===== src/rtl/exc_collector.sv =====
// Exception tag pipeline: records the first exception each instruction raises in IF/ID/EXE/MEM
// and presents it to CP0 from WB. Optional build macro EXC_INT_TAG_EN tags interrupts on entry to WB.
module exc_collector #(
    parameter int PC_W = 32
) (
    input  logic            clk,
    input  logic            resetn,
    input  logic            ifid_go,
    input  logic            idexe_go,
    input  logic            exemem_go,
    input  logic            memwb_go,
    input  logic            wb_over,
    input  logic            cancel,
    input  logic [PC_W-1:0] if_pc,
    input  logic            if_adel,
    input  logic            id_bd,
    input  logic            id_ri,
    input  logic            id_sys,
    input  logic            id_brk,
    input  logic            exe_ov,
    input  logic            mem_adel,
    input  logic            mem_ades,
    input  logic [PC_W-1:0] mem_addr,
    input  logic            c0_int,
    output logic            ex_valid_o,
    output logic [4:0]      ex_code_o,
    output logic            ex_bd_o,
    output logic [PC_W-1:0] ex_pc_o,
    output logic            badvaddr_valid_o,
    output logic [PC_W-1:0] badvaddr_o,
    output logic            mem_kill_o
);

    localparam logic [4:0] EXC_INT  = 5'h00;
    localparam logic [4:0] EXC_ADEL = 5'h04;
    localparam logic [4:0] EXC_ADES = 5'h05;
    localparam logic [4:0] EXC_SYS  = 5'h08;
    localparam logic [4:0] EXC_BP   = 5'h09;
    localparam logic [4:0] EXC_RI   = 5'h0a;
    localparam logic [4:0] EXC_OV   = 5'h0c;

    typedef struct packed {
        logic            v;
        logic [4:0]      code;
        logic            bd;
        logic [PC_W-1:0] pc;
        logic            bv;
        logic [PC_W-1:0] bva;
    } tag_t;

    tag_t id_q, exe_q, mem_q, wb_q;
    tag_t id_d, exe_d, mem_d, wb_d;
    tag_t id_load, exe_load, mem_load, wb_load;

    // Candidate tag for each stage if its incoming go fires; an existing tag is never replaced.
    always_comb begin
        id_load    = '0;
        id_load.pc = if_pc;
        if (if_adel) begin
            id_load.v    = 1'b1;
            id_load.code = EXC_ADEL;
            id_load.bv   = 1'b1;
            id_load.bva  = if_pc;
        end

        exe_load    = id_q;
        exe_load.bd = id_bd;
        if (!id_q.v) begin
            if (id_ri) begin
                exe_load.v    = 1'b1;
                exe_load.code = EXC_RI;
            end else if (id_sys) begin
                exe_load.v    = 1'b1;
                exe_load.code = EXC_SYS;
            end else if (id_brk) begin
                exe_load.v    = 1'b1;
                exe_load.code = EXC_BP;
            end
        end

        mem_load = exe_q;
        if (!exe_q.v && exe_ov) begin
            mem_load.v    = 1'b1;
            mem_load.code = EXC_OV;
        end

        wb_load = mem_q;
        if (!mem_q.v) begin
            if (mem_adel) begin
                wb_load.v    = 1'b1;
                wb_load.code = EXC_ADEL;
                wb_load.bv   = 1'b1;
                wb_load.bva  = mem_addr;
            end else if (mem_ades) begin
                wb_load.v    = 1'b1;
                wb_load.code = EXC_ADES;
                wb_load.bv   = 1'b1;
                wb_load.bva  = mem_addr;
            end
        end
`ifdef EXC_INT_TAG_EN
        // Interrupt outranks any synchronous exception but keeps the instruction's pc/bd for EPC.
        if (c0_int) begin
            wb_load.v    = 1'b1;
            wb_load.code = EXC_INT;
            wb_load.bv   = 1'b0;
            wb_load.bva  = '0;
        end
`endif
    end

`ifndef EXC_INT_TAG_EN
    logic unused_c0_int;
    assign unused_c0_int = c0_int;
`endif

    // A stage empties when its instruction leaves and nothing arrives behind it.
    always_comb begin
        id_d  = id_q;
        exe_d = exe_q;
        mem_d = mem_q;
        wb_d  = wb_q;

        if (ifid_go)        id_d = id_load;
        else if (idexe_go)  id_d = '0;

        if (idexe_go)       exe_d = exe_load;
        else if (exemem_go) exe_d = '0;

        if (exemem_go)      mem_d = mem_load;
        else if (memwb_go)  mem_d = '0;

        if (memwb_go)       wb_d = wb_load;
        else if (wb_over)   wb_d = '0;
    end

    always_ff @(posedge clk) begin
        if (!resetn || cancel) begin
            id_q  <= '0;
            exe_q <= '0;
            mem_q <= '0;
            wb_q  <= '0;
        end else begin
            id_q  <= id_d;
            exe_q <= exe_d;
            mem_q <= mem_d;
            wb_q  <= wb_d;
        end
    end

    assign ex_valid_o       = wb_q.v;
    assign ex_code_o        = wb_q.v ? wb_q.code : 5'h00;
    assign ex_bd_o          = wb_q.v & wb_q.bd;
    assign ex_pc_o          = !wb_q.v ? '0 : (wb_q.bd ? wb_q.pc - PC_W'(4) : wb_q.pc);
    assign badvaddr_valid_o = wb_q.v & wb_q.bv;
    assign badvaddr_o       = (wb_q.v & wb_q.bv) ? wb_q.bva : '0;

    // An exception already in WB also squashes the younger instruction behind it.
    assign mem_kill_o = mem_q.v | mem_adel | mem_ades | wb_q.v;

endmodule


===== config.mk =====
export PLATFORM = sky130hd
export DESIGN_NAME = exc_collector
export DESIGN_NICKNAME = d
export VERILOG_FILES = /design/src/rtl/exc_collector.sv
export SDC_FILE = /design/constraint.sdc
export NUM_CORES = 1
export LEC_CHECK = 0
export CORE_AREA = 5 5 309 160
export CTS_CLUSTER_DIAMETER = 80
export DETAILED_ROUTE_END_ITERATION = 10
export DIE_AREA = 0 0 314 165
export SLEW_MARGIN = 20
export SYNTH_ARGS = -nofsm -noshare
export SYNTH_HDL_FRONTEND = slang
export SYNTH_SLANG_ARGS = --single-unit

===== constraint.sdc =====
create_clock -name clk -period 4.2 [get_ports clk]
set_input_delay 1.26 -clock clk [delete_from_list [all_inputs] [get_ports clk]]
set_output_delay 1.26 -clock clk [all_outputs]
set_load 0.01 [all_outputs]

**After elaboration in Yosys (flattened, before gate mapping)**

Index checks and enable logic that the tools add are counted.

- Add/sub/neg operators: 1
- Multiplexer cells: 25
- Bitwise logic cells: 5
- Reduce and logical (&&, ||, !) cells: 8

Operators by type and width:

| cell | number |
|---|---|
| $mux W72 | 8 |
| $mux W33 | 4 |
| $mux W32 | 3 |
| $mux W6 | 9 |
| $sub A32 B3 Y32 const B | 1 |
| $reduce_bool A2 Y1 | 4 |
| $mux W5 | 1 |
| $or A1 B1 Y1 | 3 |
| $and A1 B1 Y1 | 2 |
| $logic_not A1 Y1 | 2 |
| $logic_and A1 B1 Y1 | 1 |
| $logic_or A1 B1 Y1 | 1 |

- Flip-flop bits (word level): 287
- Input port bits: 81
- Output and inout port bits: 73
- Word-level logic and storage cells: 62

**Depth between registers and ports, before layout**

- Depth after elaboration: 5
- Mapped depth: 7
- Mapped depth without buffers: 6

**Least setup slack after synthesis**

Ideal clock, no wire load.

- Kind: register -> output
- From: reg wb_q[49] in the netlist's numbering
- To: out ex_pc_o[28]
- Arrival: 2.054 ns
- Required time: 2.940 ns
- Slack: 0.886 ns
- Stages on the path, launching flop included: 6
- Buffers on the path: 1
- Path through: dfxtp_1 or4_4 or3_4 buf_6 or4_1 a21oi_1

- Cells in the longest elaborated chain, start to end: 3

RTL lines:

| item | RTL line | text |
|---|---|---|
| start, declared | 51 | `tag_t id_q, exe_q, mem_q, wb_q;` |
| start signal, assigned | 147 | `wb_q <= wb_d;` |
| $sub A32 B3 Y32 | 154 | `assign ex_pc_o = !wb_q.v ? '0 : (wb_q.bd ? wb_q.pc - PC_W'(4) : wb_q.pc);` |
| $mux W32 (2 in a row) | 154 |  |
| end, declared | 28 | `output logic [PC_W-1:0] ex_pc_o,` |

No other way between the ends.

**Final worst setup path**

- From: reg wb_q[50] in the netlist's numbering
- To: out ex_pc_o[30]

Same word-level chain as after synthesis.

==> impl_metrics.csv <==
group,metric,value,unit
synth,synth_nets,1463,
timing,slew_headroom,0.3074,
synth,ys_warn_count,0,
clock_tree,holdBufCountCts,0,
power_and_ir_drop,total_power,5631,uW
final_layout,final_util,0.3137,
synth,syn_inst,1381,
synth,postSynth.asyncResetShare,0,
final_layout,syn_to_final_growth,27.01,%
setup_path,startpoint_type,"register",
die,fp.dieArea,51810,um2
final_layout,drive_gt1_frac,0.09777,
global_routing,grt_max_degree,79,
power_and_ir_drop,ir_drop,0.2670,mV
setup_path,cp-end-kind,"output pin",
timing,worstMarginPinSlew,1.039,ns
setup_path,cp_cell_sequence,"or4_4, or3_4, or4_1, a21oi_1, dlygate4sd2_1",
clock_tree,cts_root_buf,"clkbuf_16",
synth,synth-simple-area-share,0.2625,
synth,synth_edf_count,0,
timing,slew_viol_final,0,
clock_tree,cts_tree,"done",
setup_path,criticalPathCategory,"register to output pin",
detailed_routing,dr.pass1.iters,5,
die,initial_core_util,0.2470,
hold_path,min_from,"wb_q[66]$_SDFFE_PP0P_",
die,num_rows,56,
hold_path,hold-path-cell-count,2,
clock_tree,h-tree-depth,1,
timing,fin_ws,0.1445,ns
synth,synth_top_area_share,0.4854,
setup_path,rrSetupSlack,2.43,ns
setup_path,cp.arrival,2.80,ns
power_and_ir_drop,p_leak,0.005893,uW
detailed_routing,vias,10099,
flow_run,cap_viol_max_count,0,
final_layout,design_area,14510,um2
timing,skew,0.01123,ns
place,place_congestion,0.7459,
final_layout,final_cell_mix,"nor2_1 (288), dfxtp_1 (275), and3_1 (226), a21oi_1 (223), clkdlybuf4s50_1 (135)",
place,io_buffers,151,
die,dieWidth,314,um
clock_tree,clock_latency,0.56,ns
timing,rsz0062_at_grt,"no",
synth,netlist_area,11420,um2
setup_path,ff2ff_path_depth,5,
synth,netlist-cell-type-count,46,
global_routing,overflow,0,
global_routing,antenna_found_initial,8,
synth,synth_xor_area_frac,0.009200,
synth,synthMuxAreaShare,0.03242,
synth,synthTopCellsByArea,"dfxtp_1 (49%), and3_1 (12%), a21oi_1 (9.8%)",
die,die_h,165,um
final_layout,fin_cells,2096,
setup_path,reg2reg_to,"wb_q[15]$_SDFFE_PP0P_",
global_routing,first_global_vias,9746,
timing,fin_crit,4.055,ns
die,core-area,46240,um2
final_layout,fin_nets,1544,
clock_tree,clkTransAtPathRegs,0.06,ns
setup_path,path_max_fanout,7,
power_and_ir_drop,p_per_area,388.1,nW/um2
setup_path,crit_required,2.94,ns
setup_path,slowest_stage,"or4_4",
synth,ys.flop_type,"dfxtp_1",
clock_tree,cts_max_path_buffers,3,
hold_path,hp-class,"register to register",
detailed_routing,drt_iter0_markers,644,
place,place_ws,0.1131,ns
setup_path,critPathMaxStageDelay,0.58,ns
detailed_routing,postRouteWirelength,35020,um
clock_tree,cts_buffers,28,
synth,synth_compound_area_frac,0.1590,
timing,hold_viol_final,0,
global_routing,grt_usage,0.1296,
die,io_pins,154,
synth,synth_top_family_by_area,"simple AND/OR/NAND/NOR gates",
synth,synthAdderAreaFrac,0.001095,
detailed_routing,avgViaCountPerCell,4.818,
final_layout,final_common_cell,"nor2_1",
place,hpwl,22670,um
synth,seq_area_frac_synth,0.4854,
timing,period_share,0.9656,
detailed_routing,post-route-drc-count,0,
hold_path,hold_end,"wb_q[66]$_SDFFE_PP0P_",
detailed_routing,wl_per_cell,16.71,um
synth,synth.avg_cell_area,8.272,um2
setup_path,r2r-start,"mem_q[71]$_SDFFE_PP0P_",
timing,timing.fmax,0.2466,GHz
detailed_routing,drtAntennaViolNets,0,
clock_tree,cts.sinks,277,
place,dp_cells,2038,
timing,setup_viol,0,
global_routing,grt_pass1_wl,54470,um
synth,ys_seq_elements,277,
synth,synth_largest_area_cell,"dfxtp_1",
place,placed_area,13500,um2
status,status,"complete, no violations",
## synthesized netlist by cell type (2+ instances only)
| cell | number |
|---|---|
| nand4_1 | 3 |
| clkbuf_1 | 114 |
| inv_1 | 13 |
| buf_6 | 2 |
| or4_1 | 10 |
| o31ai_1 | 10 |
| nor3_1 | 13 |
| or3_2 | 4 |
| a31oi_1 | 5 |
| nand2_1 | 7 |
| a311oi_1 | 3 |
| or2_2 | 2 |
| xnor2_1 | 4 |
| a21oi_1 | 223 |
| xor2_1 | 8 |
| or3_1 | 6 |
| nor4_1 | 3 |
| o21ai_0 | 8 |
| nor2_1 | 289 |
| buf_4 | 2 |
| nand2b_1 | 3 |
| and2_1 | 9 |
| mux2_2 | 32 |
| and3_1 | 226 |
| nand3_1 | 7 |
| buf_1 | 14 |
| dfxtp_1 | 277 |
| a22oi_1 | 65 |
| or4_2 | 2 |
## where the power goes
| part | total (uW) | internal (uW) | leakage, uW | switching, uW |
|---|---|---|---|---|
| combinational | 409 | 157 | 0.00320 | 251 |
| sequential | 2670 | 2660 | 0.00224 | 16.9 |
| clock | 2550 | 1460 | 0.000456 | 1090 |
| total | 5630 | 4280 | 0.00589 | 1360 |
## worst max-delay path: cells and delay by family (launching register included)
family / cells / cell delay (ns)
buffers and inverters: 1 / 0.29
AO/OA/AOI/OAI: 1 / 0.17
AND/OR/NAND/NOR: 3 / 1.42
flip-flops: 1 / 0.35
## flip-flops by register name (all words and copies together) (netlist names)
register,count
mem_q,71
wb_q,70
ex_valid_o,1
exe_q,70
exe_load,64
id_q,1
## kinds of logic after synthesis
| kind of cell | after synthesis |
|---|---|
| xor+xnor | 12 |
| other cells | 1 |
| compound gates | 319 |
| flops | 277 |
| buf+inv | 146 |
| simple gates | 592 |
| fa+ha+maj | 1 |
| mux | 33 |
## metrics by stage
| stage | hold WS, ns | setup TNS (ns) |
|---|---|---|
| final | 0.4596 | 0 |
| after global routing | 0.4980 | 0 |
| after CTS | 0.4632 | -0.07004 |
| after detailed placement | 0.4558 | 0 |
| after global placement | 0.4485 | 0 |
| after floorplan | 0.4389 | 0 |
## worst max-delay path by stage
stage,startpoint,to,slack (ns),depth (start not counted)
after floorplan,wb_q[49]$_SDFFE_PP0P_,ex_pc_o[28],0.89,5
after global placement,wb_q[43]$_SDFFE_PP0P_,ex_pc_o[21],0.18,6
after detailed placement,wb_q[43]$_SDFFE_PP0P_,ex_pc_o[21],0.11,6
after CTS,wb_q[49]$_SDFFE_PP0P_,ex_pc_o[24],-0.07,5
after global routing,wb_q[50]$_SDFFE_PP0P_,ex_pc_o[24],0.0004,5
final,wb_q[50]$_SDFFE_PP0P_,ex_pc_o[30],0.14,5
## per-layer routing
layer	vias to the layer above	GRT usage	wire [um]
met5	-	0	69
met4	10	0.02479	634
met3	49	0.03373	1825
met2	206	0.2202	16160
met1	4845	0.1687	16340
li1	4989	-	-
## repair_timing
item	in CTS	in global routing
setup endpoints to repair	16	10
gates resized for setup	19	10
setup buffers	1	1
pin swaps	4	2
gates cloned	0	1
endpoints found under the hold margin	0	0
## cell type report
class / instances / area [um2]
Multi-Input combinational cell: 959 / 5390
Inverter: 14 / 56.30
Clock buffer: 37 / 794.5
Timing Repair Buffer: 182 / 1797
Sequential cell: 277 / 5550
Clock inverter: 14 / 148.9
Tap cell: 609 / 762.0
Fill cell: 4832 / 31740
Antenna cell: 4 / 10.01
(Power assumes the default switching activity.)
